### src/rtl/i2s_tx_serializer_pkg.sv
// i2s_tx_serializer_pkg: shared types, constants and bit-select helper for the I2S transmit serializer
package i2s_tx_serializer_pkg;
  localparam int I2S_BITS_PER_CHANNEL = 32;
  localparam int I2S_SAMPLE_MSB = 27;
  localparam int I2S_SAMPLE_BITS = 24;
  typedef logic [31:0] axi_stream_data;
  typedef logic [2:0] axi_stream_tid;
  typedef enum logic [1:0] {IDLE, ARM, RUN} i2s_tx_state_e;
  // Slots always hold tdata[27:4]; a 16-bit sample is the top 16 bits of that field,
  // so channel bit b maps to slot bit 24-b for both word lengths.
  function automatic logic i2s_bit(input logic [4:0] b, input logic [I2S_SAMPLE_BITS-1:0] s, input logic w24);
    logic [31:0] ext;
    logic [4:0] idx;
    ext = 32'(s);
    idx = 5'd24 - b;
    return (b != 5'd0) && (b <= (w24 ? 5'd24 : 5'd16)) && ext[idx];
  endfunction
endpackage

### src/rtl/i2s_tx_serializer_if.sv
// i2s_tx_serializer_if: AXI4-Stream audio sample channel
// master drives tdata/tid/tvalid and samples tready; slave is the reverse.
interface i2s_tx_serializer_if #(
  parameter int DATA_WIDTH = 32,
  parameter int TID_WIDTH  = 3
);
  logic [DATA_WIDTH-1:0] tdata;
  logic [TID_WIDTH-1:0]  tid;
  logic                  tvalid;
  logic                  tready;
  modport master (output tdata, tid, tvalid, input tready);
  modport slave  (input tdata, tid, tvalid, output tready);
endinterface

### src/rtl/i2s_tx_sclk_gen.sv
// i2s_tx_sclk_gen: programmable SCLK divider with one-cycle edge strobes
// aud_mclk/aud_mrst_n: clock and sync active-low reset; run_i: count enable (held low, sclk low, when 0)
// div_i: half-period in aud_mclk cycles (0 behaves as 1); sclk_o: serial clock
// sclk_fall_o/sclk_rise_o: high in the cycle whose edge drives sclk_o 1->0 / 0->1
module i2s_tx_sclk_gen #(
  parameter int DIV_WIDTH = 8
) (
  input  logic                 aud_mclk,
  input  logic                 aud_mrst_n,
  input  logic                 run_i,
  input  logic [DIV_WIDTH-1:0] div_i,
  output logic                 sclk_o,
  output logic                 sclk_fall_o,
  output logic                 sclk_rise_o
);
  logic [DIV_WIDTH-1:0] cnt_q, cnt_d, last;
  logic sclk_q, sclk_d, tc;
  always_comb begin
    last   = (div_i == '0) ? '0 : div_i - 1'b1;
    tc     = run_i && (cnt_q == last);
    cnt_d  = (!run_i || tc) ? '0 : cnt_q + 1'b1;
    sclk_d = run_i && (tc ? ~sclk_q : sclk_q);
  end
  always_ff @(posedge aud_mclk) begin
    if (!aud_mrst_n) begin
      cnt_q  <= '0;
      sclk_q <= 1'b0;
    end else begin
      cnt_q  <= cnt_d;
      sclk_q <= sclk_d;
    end
  end
  assign sclk_o      = sclk_q;
  assign sclk_fall_o = tc && sclk_q;
  assign sclk_rise_o = tc && !sclk_q;
endmodule

### src/rtl/i2s_tx_serializer.sv
// i2s_tx_serializer: buffers one stereo pair from AXI-Stream and shifts it out in I2S (Philips) format
// aud_mclk/aud_mrst_n: clock and sync active-low reset; enable: core enable
// word_len24: 1 = 24-bit (tdata[27:4]), 0 = 16-bit (tdata[27:12]); sclk_div: SCLK half-period
// s_axis_aud: sample stream (tid 0 left, 1 right, others dropped)
// sclk_out/lrclk_out/sdata_out: I2S pins; underflow: frame started with an empty slot; busy: ARM or RUN
module i2s_tx_serializer
  import i2s_tx_serializer_pkg::*;
#(
  parameter int DATA_WIDTH = 32,
  parameter int TID_WIDTH  = 3,
  parameter int DIV_WIDTH  = 8
) (
  input  logic                 aud_mclk,
  input  logic                 aud_mrst_n,
  input  logic                 enable,
  input  logic                 word_len24,
  input  logic [DIV_WIDTH-1:0] sclk_div,
  i2s_tx_serializer_if.slave   s_axis_aud,
  output logic                 sclk_out,
  output logic                 lrclk_out,
  output logic                 sdata_out,
  output logic                 underflow,
  output logic                 busy
);
  i2s_tx_state_e state_q, state_d;
  logic [DIV_WIDTH-1:0] div_q, div_d;
  logic [5:0] bit_cnt_q, bit_cnt_d, bit_nxt;
  logic [I2S_SAMPLE_BITS-1:0] l_q, l_d, r_q, r_d, l_sh_q, l_sh_d, r_sh_q, r_sh_d, sample;
  logic l_full_q, l_full_d, r_full_q, r_full_d, w24_q, w24_d;
  logic sdata_q, sdata_d, uf_q, uf_d, stop_q, stop_d;
  logic run, fall, boundary, stopping, latch, tid_l, tid_r, tready, acc_l, acc_r;
  logic unused_sclk_rise, unused_tdata;
  i2s_tx_sclk_gen #(.DIV_WIDTH(DIV_WIDTH)) u_sclk (
    .aud_mclk   (aud_mclk),
    .aud_mrst_n (aud_mrst_n),
    .run_i      (run),
    .div_i      (div_q),
    .sclk_o     (sclk_out),
    .sclk_fall_o(fall),
    .sclk_rise_o(unused_sclk_rise)
  );
  assign unused_tdata = ^{s_axis_aud.tdata[DATA_WIDTH-1:I2S_SAMPLE_MSB+1],
                          s_axis_aud.tdata[I2S_SAMPLE_MSB-I2S_SAMPLE_BITS:0]};
  always_comb begin
    run      = state_q == RUN;
    boundary = fall && (bit_cnt_q == 6'd63);
    // once a disable is seen in RUN the current frame still finishes
    stopping = stop_q || !enable;
    latch    = (state_q == ARM && enable && l_full_q && r_full_q) || (boundary && !stopping);
    tid_l    = s_axis_aud.tid == TID_WIDTH'(0);
    tid_r    = s_axis_aud.tid == TID_WIDTH'(1);
    // a slot being latched this cycle counts as free, so a waiting sample lands in it
    tready   = enable && ((tid_l && (!l_full_q || latch)) || (tid_r && (!r_full_q || latch)) || (!tid_l && !tid_r));
    acc_l    = s_axis_aud.tvalid && tready && tid_l;
    acc_r    = s_axis_aud.tvalid && tready && tid_r;
    sample   = s_axis_aud.tdata[I2S_SAMPLE_MSB -: I2S_SAMPLE_BITS];
    state_d  = (state_q == IDLE) ? (enable ? ARM : IDLE)
             : (state_q == ARM)  ? (!enable ? IDLE : (l_full_q && r_full_q) ? RUN : ARM)
             : (boundary && stopping) ? IDLE : RUN;
    l_full_d = acc_l || (l_full_q && !latch);
    r_full_d = acc_r || (r_full_q && !latch);
    l_d      = acc_l ? sample : l_q;
    r_d      = acc_r ? sample : r_q;
    l_sh_d   = latch ? (l_full_q ? l_q : '0) : l_sh_q;
    r_sh_d   = latch ? (r_full_q ? r_q : '0) : r_sh_q;
    w24_d    = latch ? word_len24 : w24_q;
    div_d    = (state_q == IDLE && enable) ? sclk_div : div_q;
    bit_nxt  = bit_cnt_q + 6'd1;
    bit_cnt_d = !run ? '0 : fall ? bit_nxt : bit_cnt_q;
    // data is registered alongside bit_cnt so both change on the SCLK falling edge
    sdata_d  = !run ? 1'b0 : fall ? i2s_bit(bit_nxt[4:0], bit_nxt[5] ? r_sh_q : l_sh_q, w24_q) : sdata_q;
    uf_d     = boundary && !stopping && !(l_full_q && r_full_q);
    stop_d   = run && stopping;
  end
  always_ff @(posedge aud_mclk) begin
    if (!aud_mrst_n) begin
      state_q   <= IDLE;
      div_q     <= '0;
      bit_cnt_q <= '0;
      l_q       <= '0;
      r_q       <= '0;
      l_sh_q    <= '0;
      r_sh_q    <= '0;
      l_full_q  <= 1'b0;
      r_full_q  <= 1'b0;
      w24_q     <= 1'b0;
      sdata_q   <= 1'b0;
      uf_q      <= 1'b0;
      stop_q    <= 1'b0;
    end else begin
      state_q   <= state_d;
      div_q     <= div_d;
      bit_cnt_q <= bit_cnt_d;
      l_q       <= l_d;
      r_q       <= r_d;
      l_sh_q    <= l_sh_d;
      r_sh_q    <= r_sh_d;
      l_full_q  <= l_full_d;
      r_full_q  <= r_full_d;
      w24_q     <= w24_d;
      sdata_q   <= sdata_d;
      uf_q      <= uf_d;
      stop_q    <= stop_d;
    end
  end
  assign s_axis_aud.tready = tready;
  assign lrclk_out = bit_cnt_q[5];
  assign sdata_out = sdata_q;
  assign underflow = uf_q;
  assign busy      = state_q != IDLE;
endmodule

### src/flat_wrapper.sv
// flat-port wrapper written by rule: the top's interface ports become plain ports
module i2s_tx_serializer_flat import i2s_tx_serializer_pkg::*;
#(
  parameter int DATA_WIDTH = 32,
  parameter int TID_WIDTH  = 3,
  parameter int DIV_WIDTH  = 8
)
  (aud_mclk, aud_mrst_n, enable, word_len24, sclk_div, sclk_out, lrclk_out, sdata_out, underflow, busy, s_axis_aud_tdata, s_axis_aud_tid, s_axis_aud_tvalid, s_axis_aud_tready);
  i2s_tx_serializer_if #(.DATA_WIDTH(DATA_WIDTH), .TID_WIDTH(TID_WIDTH)) s_axis_aud_i ();
  input  logic aud_mclk;
  input  logic aud_mrst_n;
  input  logic enable;
  input  logic word_len24;
  input  logic [DIV_WIDTH-1:0] sclk_div;
  output logic sclk_out;
  output logic lrclk_out;
  output logic sdata_out;
  output logic underflow;
  output logic busy;
  input wire logic [$bits(s_axis_aud_i.tdata)-1:0] s_axis_aud_tdata;
  input wire logic [$bits(s_axis_aud_i.tid)-1:0] s_axis_aud_tid;
  input wire logic [$bits(s_axis_aud_i.tvalid)-1:0] s_axis_aud_tvalid;
  output wire logic [$bits(s_axis_aud_i.tready)-1:0] s_axis_aud_tready;
  assign s_axis_aud_i.tdata = s_axis_aud_tdata;
  assign s_axis_aud_i.tid = s_axis_aud_tid;
  assign s_axis_aud_i.tvalid = s_axis_aud_tvalid;
  assign s_axis_aud_tready = s_axis_aud_i.tready;
  i2s_tx_serializer #(.DATA_WIDTH(DATA_WIDTH), .TID_WIDTH(TID_WIDTH), .DIV_WIDTH(DIV_WIDTH)) u_core (.aud_mclk(aud_mclk), .aud_mrst_n(aud_mrst_n), .enable(enable), .word_len24(word_len24), .sclk_div(sclk_div), .s_axis_aud(s_axis_aud_i), .sclk_out(sclk_out), .lrclk_out(lrclk_out), .sdata_out(sdata_out), .underflow(underflow), .busy(busy));
endmodule
### config.mk
export PLATFORM = sky130hd
export DESIGN_NAME = i2s_tx_serializer_flat
export DESIGN_NICKNAME = d
export VERILOG_FILES = /design/src/rtl/i2s_tx_serializer_pkg.sv /design/src/rtl/i2s_tx_serializer_if.sv /design/src/rtl/i2s_tx_sclk_gen.sv /design/src/rtl/i2s_tx_serializer.sv /design/src/flat_wrapper.sv
export SDC_FILE = /design/constraint.sdc
export NUM_CORES = 1
export LEC_CHECK = 0
export BUFFER_PORTS_ARGS = -buffer_cell sky130_fd_sc_hd__buf_2
export CAP_MARGIN = 10
export CORE_MARGIN = 3
export CORE_UTILIZATION = 45
export CTS_CLUSTER_DIAMETER = 150
export DETAILED_ROUTE_END_ITERATION = 8
export PLACE_DENSITY = 0.71
export SLEW_MARGIN = 25
export SYNTH_ARGS = -nofsm -noshare
export SYNTH_HDL_FRONTEND = slang
export SYNTH_SLANG_ARGS = --single-unit
### constraint.sdc
create_clock -name aud_mclk -period 14 [get_ports aud_mclk]
set_clock_uncertainty 0.1 [all_clocks]
set_input_delay 0.7 -clock aud_mclk [delete_from_list [all_inputs] [get_ports aud_mclk]]
set_output_delay 0.7 -clock aud_mclk [all_outputs]
set_load 0.1 [all_outputs]
Word level (Yosys, flattened, before mapping)
Index checks and enable logic that the tools add are counted.
- input port bits: 48
- output and inout port bits: 6
- flip-flop bits (word level): 127
- mux-type cells: 14
- bitwise gates (word level): 2
- $lt $le $gt $ge: 2
- reductions and logical operators: 49
- $add $sub $neg: 4
- equal/unequal tests: 5
- operators with widths (kind ; count):
    $mux 24 ; 3
    $logic_and 1x1->1 ; 24
    $mux 2 ; 5
    $logic_not 1->1 ; 9
    $logic_or 1x1->1 ; 9
    $add 8x1->8 const B ; 1
    $eq 8x8->1 ; 1
    $logic_not 8->1 ; 1
    $mux 8 ; 1
    $sub 8x1->8 const B ; 1
    $add 6x1->6 const B ; 1
    $eq 6x6->1 const B ; 1
    $lt 5x6->1 const B ; 1
    $bmux 1 s5 ; 1
    $le 5x5->1 ; 1
    $reduce_bool 5->1 ; 1
    $sub 5x5->5 const A ; 1
    $mux 4 ; 1
    $eq 3x1->1 const B ; 1
    $logic_not 3->1 ; 1
    $mux 1 ; 3
    $eq 2x1->1 const B ; 1
    $eq 2x2->1 const B ; 1
    $logic_not 2->1 ; 1
    other kinds (4) ; 5

Logic depth before layout (Yosys ltp)
Gate-level depths: netlist (run 1).
- word-level depth: 16
- depth in mapped cells: 21

By module
From an unflattened synthesis (run 1), not the netlist that was laid out.
- cells, all modules: 747
- area, all modules: 5901.9 um^2
- modules (own cells, without submodules) (module ; area each (um^2) ; cells each ; instances ; seq. area each (um^2)):
    i2s_tx_serializer ; 5131.2 ; 652 ; 1 ; 2362.3
    i2s_tx_sclk_gen ; 770.7 ; 95 ; 1 ; 180.2

Worst setup path after synthesis (run 1)
OpenSTA, ideal clock, no wires.
- path type: register to output
- from: register u_core.div_q[0]
- to: output s_axis_aud_tready
- required time: 13.200 ns
- cell stages (with the launch flop): 22
- arrival time: 5.035 ns
- slack: 8.165 ns
- buffers on the path: 4
- path through: dfxtp_1 inv_1 ha_1 or3b_1 buf_2 nor4_4 nor2_1 a221o_1 nor4_1 o311a_1 buf_4 and3b_1 ha_1 buf_2 and4_1 nand3_2 nor2_4 nor2_1 nor2_1 clkbuf_1 nor3_1 nor2_1
- longest elaborated chain between the ends: 13
- RTL lines (item ; RTL line ; text):
    start, declared ; i2s_tx_serializer.sv:26 ; logic [DIV_WIDTH-1:0] div_q, div_d;
    start signal, assigned ; i2s_tx_serializer.sv:92 ; div_q <= div_d;
    $sub 8x1->8 or $logic_not 8->1 (tied branches) ; i2s_tx_sclk_gen.sv:19 ; last = (div_i == '0) ? '0 : div_i - 1'b1;
    $mux 8 * ; i2s_tx_sclk_gen.sv:19 ;
    $eq 8x8->1 * ; i2s_tx_sclk_gen.sv:20 ; tc = run_i && (cnt_q == last);
    $logic_and 1x1->1 * ; i2s_tx_sclk_gen.sv:20 ;
    $logic_and 1x1->1 * ; i2s_tx_sclk_gen.sv:34 ; assign sclk_fall_o = tc && sclk_q;
    via u_core.fall ; i2s_tx_serializer.sv:31 ; logic run, fall, boundary, stopping, latch, tid_l, tid_r, tready, acc_l, acc_r;
    $logic_and 1x1->1 * ; i2s_tx_serializer.sv:46 ; boundary = fall && (bit_cnt_q == 6'd63);
    $logic_and 1x1->1 * ; i2s_tx_serializer.sv:49 ; latch = (state_q == ARM && enable && l_full_q && r_full_q) || (boundary && !stopping);
    $logic_or 1x1->1 * ; i2s_tx_serializer.sv:49 ;
    $logic_or 1x1->1 ; i2s_tx_serializer.sv:53 ; tready = enable && ((tid_l && (!l_full_q || latch)) || (tid_r && (!r_full_q || latch)) || (!tid_l && !tid_r));
    $logic_and 1x1->1 ; i2s_tx_serializer.sv:53 ;
    $logic_or 1x1->1 * (2 in series) ; i2s_tx_serializer.sv:53 ;
    $logic_and 1x1->1 * ; i2s_tx_serializer.sv:53 ;
    end, declared ; flat_wrapper.sv:23 ; output wire logic [$bits(s_axis_aud_i.tready)-1:0] s_axis_aud_tready;
The timed path passes the listed nets; every way through them passes the cells marked *.

Worst setup path in the final report (run 1)
Ends and elaborated chain as after synthesis.

==> results of run 1 <==
[stage by stage]
stage	instance area (um^2)	cells
after global routing	7070	905
after global placement	6450	872
after floorplan	6200	699
after CTS	7040	904
final	7070	905
after detailed placement	6450	872
[critical path, delay by kind of cell, from the launching register on]
| kind | cells | cell delay, ps |
|---|---|---|
| adder cells (fa/ha/maj) | 2 | 590 |
| flip-flops | 1 | 350 |
| AO/OA/AOI/OAI | 2 | 770 |
| buffers and inverters | 2 | 560 |
| AND/OR/NAND/NOR | 12 | 2700 |
[flip-flops by register name, indices dropped and copies added, names as in the netlist, 2 cells and up]
register,count
u_core.l_q,24
u_core.r_sh_q,24
u_core.div_q,8
u_core.state_q,2
u_core.r_q,24
u_core.l_sh_q,24
u_core.u_sclk.cnt_q,8
u_core.bit_cnt_q,6
[layout make-up]
cell class                      count  area, um^2  share of cell area (%)
Sequential cell                   127        2540                    36.0
Multi-Input combinational cell    506        3370                    47.6
Inverter                           11        41.3                   0.584
Tap cell                          176         220                    3.12
Clock buffer                       22         484                    6.85
Clock inverter                     10         110                    1.56
Timing Repair Buffer               53         305                    4.32
[routing by layer]
| metal | vias up | track usage [%] |
|---|---|---|
| met4 | 0 | 6.71 |
| met1 | 2357 | 23.6 |
| met2 | 108 | 31.6 |
| met5 | - | 0 |
| li1 | 2474 | - |
| met3 | 17 | 4.39 |
[power by group through the flow]
stage	Clock (W)	Sequential [W]	Combinational, W
2_1_floorplan	0	0.000374	0.0000363
6_report	0.000433	0.000369	0.0000467
4_1_cts	0.000441	0.000369	0.0000469
3_5_place_dp	0	0.000377	0.0000468
3_3_place_gp	0	0.000376	0.0000450
5_1_grt	0.000456	0.000369	0.0000514
[synthesized netlist by cell type, drive strengths merged, types with 2 or more instances]
master,n,area [um^2]
a21boi,49,368
a21oi,15,75.1
o31ai,4,30.0
nor3,22,115
xnor2,13,114
or2,3,18.8
and2,2,12.5
inv,10,37.5
a211oi,4,30.0
o31a,2,17.5
o311ai,2,17.5
nor2,34,135
mux2,4,45.0
mux2i,66,661
and4,3,26.3
nand3b,2,15.0
nand3,58,295
nand2,77,289
o211ai,2,15.0
buf,16,114
or3,5,31.3
nor2b,62,388
o221ai,2,17.5
a32oi,2,17.5
ha,6,75.1
dfxtp,127,2540
o21ai,15,86.3
nand4,4,25.0
nor4,4,40.0
a2111oi,4,72.6
nand2b,3,18.8
a31oi,3,18.8
xor2,9,78.8
clkbuf,39,146
nor3b,4,30.0
a221oi,3,26.3
and3,2,12.5
[path summary, 6_finish.rpt]
check | start | endpoint | slack [ps] | cells past startpoint
max reg2reg | u_core.div_q[0] | u_core.r_q[17] | 8770 | 18
min reg2reg | u_core.r_sh_q[7] | u_core.r_sh_q[7] | 360 | 2
min | u_core.r_sh_q[7] | u_core.r_sh_q[7] | 360 | 2
max | u_core.div_q[0] | s_axis_aud_tready | 7790 | 18
[cells by family (layout without fill, tap and decap cells)]
family                     count (synthesis)  in the layout  share of synthesized area (%)
and+or+nand+nor                          291            291                           24.3
DFF                                      127            127                           41.0
AOI/OAI and AO/OA                        117            117                           14.2
muxes                                     70             70                           11.4
buffers and inverters                     66             96                           4.86
xor gates and xnor gates                  22             22                           3.11
adders and majority gates                  6              6                           1.21
==> out/metrics.csv, run 1 <==
metric,value,unit
Synth Area per Inst,8.87,um^2
"slowest stage delay, CP",510,ps
Switching Fraction,21.6,%
Peak VDD IR,0.0966,mV
Ports,54,
# diodes,0,
post-CTS setup buffer count,0,
Core Area,13300,um^2
"Cell Area, Synth",6200,um^2
initial core utilization,46.5,%
Logic pwr share,5.5,%
most frequent CP cell,nor2_1,
via count,4956,
P_int,0.000666,W
"Seq/Total Area, Yosys",41.0,%
Post-DRT Antenna Nets,0,
H-Tree Depth,4,
met3 routed WL,531,um
Initial DRC Count,282,
setup ws final,7790,ps
global-route wire length before repair,22700,um
startpoint types,flip-flop,
Max Cap Viol,0,
Synth Net Count,753,
WP data required,13200,ps
DR top layer,met4,
fillers,1221,
Main synth FF type,dfxtp_1,
status,"complete, no violations",
hold buffers post-CTS,0,
fin crit share,44.4,%
maximum clock path buffer count,2,
M1 WL,6260,um
largest net degree at the start of global routing,111,
drt via density,5.48,
final count of pins violating max slew,0,
TNS Setup,0,ps
overall power of the completed layout,0.000849,W
CTS tree,done,
worst hold path class,flip-flop to flip-flop,
share of cells above drive strength 1,13.4,%
Synth Register Bits,127,
"EDFF count, synth",0,
Routed wire per std cell,15.1,um
Layout Nets,770,
routed wire length,13700,um
"commonest non-fill, non-tap cell in the layout",dfxtp_1,
Highest Clock Rate,0.161,GHz
worst-margin pin slew,817,ps
crit-path cells,inv_1 > ha_1 > or3b_1 > nor4_4 > nor2_1 > a221o_1 > nor4_1 > o311a_1 > and3b_1 > ha_1 > and4_1 > nand3_2 > nor2_4 > nor2_1 > nor2_4 > nor3_1 > nor2_1 > buf_2,
CP endpoint kind,output pin,
most frequent cells in the layout,"dfxtp_1 (127), nand2_1 (77), mux2i_1 (66), nor2b_1 (62), nand3_1 (57)",
Mapped Cells,699,
Seq pwr share,43.5,%
Place WS,7910,ps
1st-pass router iterations,5,
Total GRT Usage,18.8,%
IO Port Bufs,45,
clock network power share,51.0,%
Hold Slack,359,ps
clk_lat worst skew,420,ps
Final min period,6210,ps
Worst EP arrival,5410,ps
post-cts sizing count,0,
YS warnings,0,
endpoints failing setup,0,
clock sinks,127,
slowest CP cell,or3b_1,
FP Rows,42,
Post-route DRC,0,
initial antenna violation count,0,
PD cells,120,nW/um^2
clk root buf,clkbuf_16,
Area Overhead vs Synth,14.0,%
Die Ht,123,um
NetSw,0.000183,W
Num CTS Buffers,17,
CP Max Fanout,25,
vias in the first global route,4808,
wire length on met2,6700,um
unrepaired setup endpoints after global routing,false,
"Core Util, Final",53.0,%
Clock transition at path regs,50,ps
Hold Fails Final Rpt,0,
Die X,123,um
die area,15200,um^2
Max-slew headroom,45.4,%
HPWL after DPL,8690,um
fraction of registers with async set/reset,0,%
GRT overflow,0,
GP Congestion,0.836,
Leakage,2.34,nW
post-synthesis cell type count,65,
WS Path Type,flip-flop to output pin,
Note: power is estimated with default switching activity, not from simulation.
==> run 2: changes to the inputs <==
- ABC_AREA: unset -> 1
- PLACE_DENSITY: 0.71 -> 0.74
- clock period: 14 -> 5.6 ns (I/O delays scaled with it)
==> run 2 against run 1 <==
Register-to-register slack got worse by 7800 ps. Clock power up 140%. Final cell count up 9.0%. Global-route usage increased by 0.90 points. Sequential power rose to 2.5 times the previous value. Flip-flop and latch count unchanged. First-iteration DRC count rose by 12%. Via count increased by 2.0%. Final area shrank 8.5%. Non-clock buffer count grew 5. Sequential share of layout area is 3.3 points higher. Utilization rose by 0.68 points. Critical path type unchanged. Highest routed layer unchanged.
==> out/metrics.csv, run 2 <==
metric,value,unit
Switching Fraction,22.9,%
share of cells above drive strength 1,11.7,%
Worst EP arrival,4330,ps
Synth Register Bits,127,
Die Ht,117,um
"commonest non-fill, non-tap cell in the layout",nor2_1,
Die X,117,um
FP Rows,40,
Seq pwr share,44.8,%
Logic pwr share,5.4,%
Layout Nets,859,
clock network power share,49.8,%
die area,13800,um^2
hold buffers post-CTS,8,
largest net degree at the start of global routing,103,
"EDFF count, synth",0,
Ports,54,
"Core Util, Final",53.6,%
WP data required,5220,ps
1st-pass router iterations,5,
most frequent cells in the layout,"nor2_1 (164), dfxtp_1 (127), o21ai_0 (107), nand2_1 (101), a21oi_1 (71)",
IO Port Bufs,45,
Core Area,12100,um^2
Hold Slack,11.1,ps
most common cell in the netlist,nor2_1,
drt via density,5.13,
YS warnings,0,
global-route wire length before repair,22600,um
GP Congestion,0.851,
Highest Clock Rate,0.212,GHz
clock sinks,127,
Initial DRC Count,315,
TNS Setup,0,ps
Place WS,941,ps
clk_lat worst skew,420,ps
Max-slew headroom,40.3,%
Synth Area per Inst,7.22,um^2
area share of the largest cell type after synthesis,45.5,%
Clock transition at path regs,60,ps
via count,5054,
GRT overflow,0,
H-Tree Depth,4,
# diodes,0,
Num CTS Buffers,17,
Max Cap Viol,0,
fillers,1189,
Final min period,4710,ps
Total GRT Usage,19.7,%
Post-route DRC,0,
Leakage,2.67,nW
endpoints failing setup,0,
P_int,0.00159,W
overall power of the completed layout,0.00206,W
post-synthesis cell type count,33,
setup ws final,885,ps
Routed wire per std cell,13.3,um
PD cells,319,nW/um^2
initial antenna violation count,0,
worst-margin pin slew,890,ps
Hold Fails Final Rpt,0,
Synth Net Count,828,
initial core utilization,46.3,%
Area Overhead vs Synth,15.7,%
CP Max Fanout,46,
Synth area leaders,"dfxtp_1 (45%), nor2_1 (11%), o21ai_0 (9.6%)",
fraction of registers with async set/reset,0,%
vias in the first global route,4799,
"Cell Area, Synth",5590,um^2
CP endpoint kind,output pin,
worst hold path class,primary input to flip-flop,
NetSw,0.000473,W
Peak VDD IR,0.195,mV
WS Path Type,flip-flop to output pin,
Post-DRT Antenna Nets,0,
post-synth top area cell,dfxtp_1,
Post-synth top cells,"nor2_1 (164), dfxtp_1 (127), o21ai_0 (107)",
final count of pins violating max slew,0,
post-CTS setup buffer count,0,
status,"complete, no violations",
CTS tree,done,
startpoint types,flip-flop,
Mapped Cells,774,
post-cts sizing count,0,
"Seq/Total Area, Yosys",45.5,%
routed wire length,13100,um
Main synth FF type,dfxtp_1,
maximum clock path buffer count,2,
fin crit share,84.2,%
clk root buf,clkbuf_16,
unrepaired setup endpoints after global routing,false,
HPWL after DPL,7990,um
## run 2: layer usage
layer	vias to the layer above	wire length (um)	share of wire (%)	GRT usage, %
li1	2614	-	-	-
met1	2320	6220	47	24.9
met2	103	6220	47	32.7
met3	17	450	3.4	4.23
met4	0	257	2.0	8.50
met5	-	0	0	0
## run 2: power by group through the flow
stage          clock network [W]   logic, W  registers, W
6_report                 0.00103   0.000112      0.000925
2_1_floorplan                  0  0.0000776      0.000942
4_1_cts                  0.00104   0.000113      0.000925
3_5_place_dp                   0   0.000108      0.000944
5_1_grt                  0.00109   0.000128      0.000926
3_3_place_gp                   0   0.000106      0.000944
## run 2: worst paths after layout
kind	endpoint	startpoint	slack [ps]	cells after the start
min reg2reg	u_core.r_sh_q[7]	u_core.r_sh_q[7]	370	2
min	u_core.r_q[7]	s_axis_aud_tdata[11]	10	3
max	s_axis_aud_tready	u_core.div_q[0]	890	23
max reg2reg	u_core.r_q[11]	u_core.div_q[0]	930	26
## run 2: area by class of cell
class                      instances  area (um^2)  share of cell area, %
clock buffer                      23          468                   7.23
clock inverter                     9         85.1                   1.32
inverter                          44          165                   2.55
multi-input combinational        557         2660                   41.1
sequential                       127         2540                   39.3
tap                              168          210                   3.25
timing repair buffer              58          343                   5.30
## run 2: critical path, stage by stage, from the launching register on
cell     delay, ps
dfxtp_1        290
inv_1          110
ha_1           210
nand2_1         60
nor2_1         140
nand2_1         70
inv_1           80
nand3_1        200
nand2_1        140
xor2_1         150
nand2_1         70
nor3_1         150
nand3_1        140
nor2_1         120
ha_1           320
inv_2          140
nor3_4         220
nand2_2         90
nand2_4        340
inv_2          110
nand2_2         80
nor2_2          50
nor2_4         180
buf_2          450
## run 2: cell families (layout without fill, tap and decap cells)
kind of cell	after synthesis	in the layout	synth area share, %
simple gates	341	341	25.6
compound gates	192	192	17.7
flops	127	127	45.5
buf+inv	90	134	7.01
xor+xnor	18	18	2.82
fa+ha+maj	6	6	1.34
## run 2: metrics by stage
stage          cell area [um^2]  std cells
2_1_floorplan              5590        774
3_3_place_gp               5840        946
3_5_place_dp               5840        946
4_1_cts                    6470        986
5_1_grt                    6470        986
6_report                   6470        986
==> run 3: changes to the inputs <==
- PLACE_DENSITY: 0.74 -> 0.71
- clock period: 5.6 -> 4.81 ns (I/O delays scaled with it)
==> run 3 against run 2 <==
Setup slack worse by 390 ps. Register-to-register slack lost 350 ps. Worst hold slack gained 2.3 ps. Critical path type unchanged. Critical endpoint unchanged. Largest cell class unchanged.
==> out/metrics.csv, run 3 (same netlist as run 2, synthesis figures left out) <==
metric,value,unit
status,"complete, no violations",
Final min period,4310,ps
Initial DRC Count,357,
Leakage,2.79,nW
Num CTS Buffers,17,
final instance area,6740,um^2
unrepaired setup endpoints after global routing,false,
GRT overflow,0,
H-Tree Depth,4,
HPWL after DPL,8130,um
Clock transition at path regs,50,ps
final non-filler cell total,1008,
final count of pins violating max slew,0,
Ports,54,
fin crit share,89.6,%
CTS tree,done,
startpoint types,flip-flop,
most frequent cells in the layout,"nor2_1 (164), dfxtp_1 (127), o21ai_0 (107), nand2_1 (101), a21oi_1 (71)",
Post-route DRC,0,
largest net degree at the start of global routing,103,
Total GRT Usage,19.9,%
clk_lat worst skew,420,ps
"Core Util, Final",55.9,%
Max-slew headroom,36.1,%
fillers,1187,
via count,5191,
Die X,117,um
# diodes,0,
PD cells,368,nW/um^2
1st-pass router iterations,5,
WP data required,4470,ps
Routed wire per std cell,13.6,um
Worst EP arrival,3970,ps
"commonest non-fill, non-tap cell in the layout",nor2_1,
routed wire length,13700,um
Highest Clock Rate,0.232,GHz
Max Cap Viol,0,
CP Max Fanout,8,
Area Overhead vs Synth,20.6,%
CP endpoint kind,output pin,
share of cells above drive strength 1,11.4,%
worst r2r src,u_core.div_q[0],
drt via density,5.15,
die area,13800,um^2
dpl cells,948,
maximum clock path buffer count,2,
initial core utilization,46.3,%
worst hold path class,primary input to flip-flop,
Die Ht,117,um
Worst Setup SP,u_core.div_q[0],
clk root buf,clkbuf_16,
WS Path Type,flip-flop to output pin,
Hold Fails Final Rpt,0,
GP Congestion,0.837,
worst-margin pin slew,952,ps
global-route wire length before repair,22600,um
FP Rows,40,
dpl cell area,5850,um^2
Core Area,12100,um^2
clock sinks,127,
initial antenna violation count,0,
TNS Setup,0,ps
hold_sp,sclk_div[5],
IO Port Bufs,45,
Peak VDD IR,0.221,mV
Post-DRT Antenna Nets,0,
Layout Nets,884,
endpoints failing setup,0,
vias in the first global route,4837,
[run 3: metrics by stage]
stage / power [W] / hold WS (ps) / worst slack (ps)
final: 0.00248 / 13.4 / 500
after global routing: 0.00255 / 14.1 / 55.9
after CTS: 0.00249 / 9.08 / 413
after detailed placement: 0.00122 / 365 / 475
after global placement: 0.00122 / 358 / 565
after floorplan: 0.00119 / 275 / 891
[run 3: path summary, 6_finish.rpt]
path | slack [ps] | cells after the start | end
max | 500 | 23 | s_axis_aud_tready
min | 10 | 3 | u_core.div_q[5]
max reg2reg | 580 | 26 | u_core.l_q[11]
min reg2reg | 370 | 1 | u_core.u_sclk.cnt_q[0]
[run 3: where the power goes]
group          switching [W]  total, W  internal, W  leakage (nW)
Sequential        0.00000910   0.00108      0.00107          1.03
Clock               0.000438   0.00126     0.000818         0.273
Combinational      0.0000851  0.000146    0.0000610          1.49
[run 3: layer usage]
| layer | vias up | share of wire, % | track usage (%) |
|---|---|---|---|
| met5 | - | 0 | 0 |
| met4 | 0 | 2.0 | 8.28 |
| met3 | 28 | 4.3 | 4.52 |
| met2 | 117 | 46 | 33.8 |
| met1 | 2388 | 47 | 24.3 |
| li1 | 2658 | - | - |
[run 3: final cells by class]
| cell class | instances | area (um^2) | share of cell area [%] |
|---|---|---|---|
| Inverter | 44 | 166 | 2.47 |
| Clock inverter | 6 | 111 | 1.65 |
| Tap cell | 168 | 210 | 3.12 |
| Timing Repair Buffer | 82 | 588 | 8.72 |
| Sequential cell | 127 | 2540 | 37.7 |
| Multi-Input combinational cell | 558 | 2670 | 39.6 |
| Clock buffer | 23 | 458 | 6.79 |
[run 3: what timing repair did]
| action | 4_1_cts | 5_1_grt |
|---|---|---|
| buffers inserted | 0 | 1 |
| hold endpoints to repair | 45 | 0 |
| hold buffers | 29 | 0 |
| endpoints found under the setup margin | 0 | 38 |
| gates resized for setup | 0 | 2 |
[run 3: worst max-delay path, cell delays in order (launching register included)]
cell	delay (ps)
dfxtp_1	290
inv_1	110
ha_1	200
nand2_1	60
nor2_1	160
nand2_1	70
inv_1	80
nand3_1	200
nand2_1	140
xor2_1	150
nand2_1	70
nor3_1	140
nand3_1	130
nor2_1	120
ha_1	320
inv_2	150
nor3_4	220
nand2_2	100
nand2_4	70
inv_2	60
nand2_2	60
nor2_2	50
nor2_4	180
buf_2	450
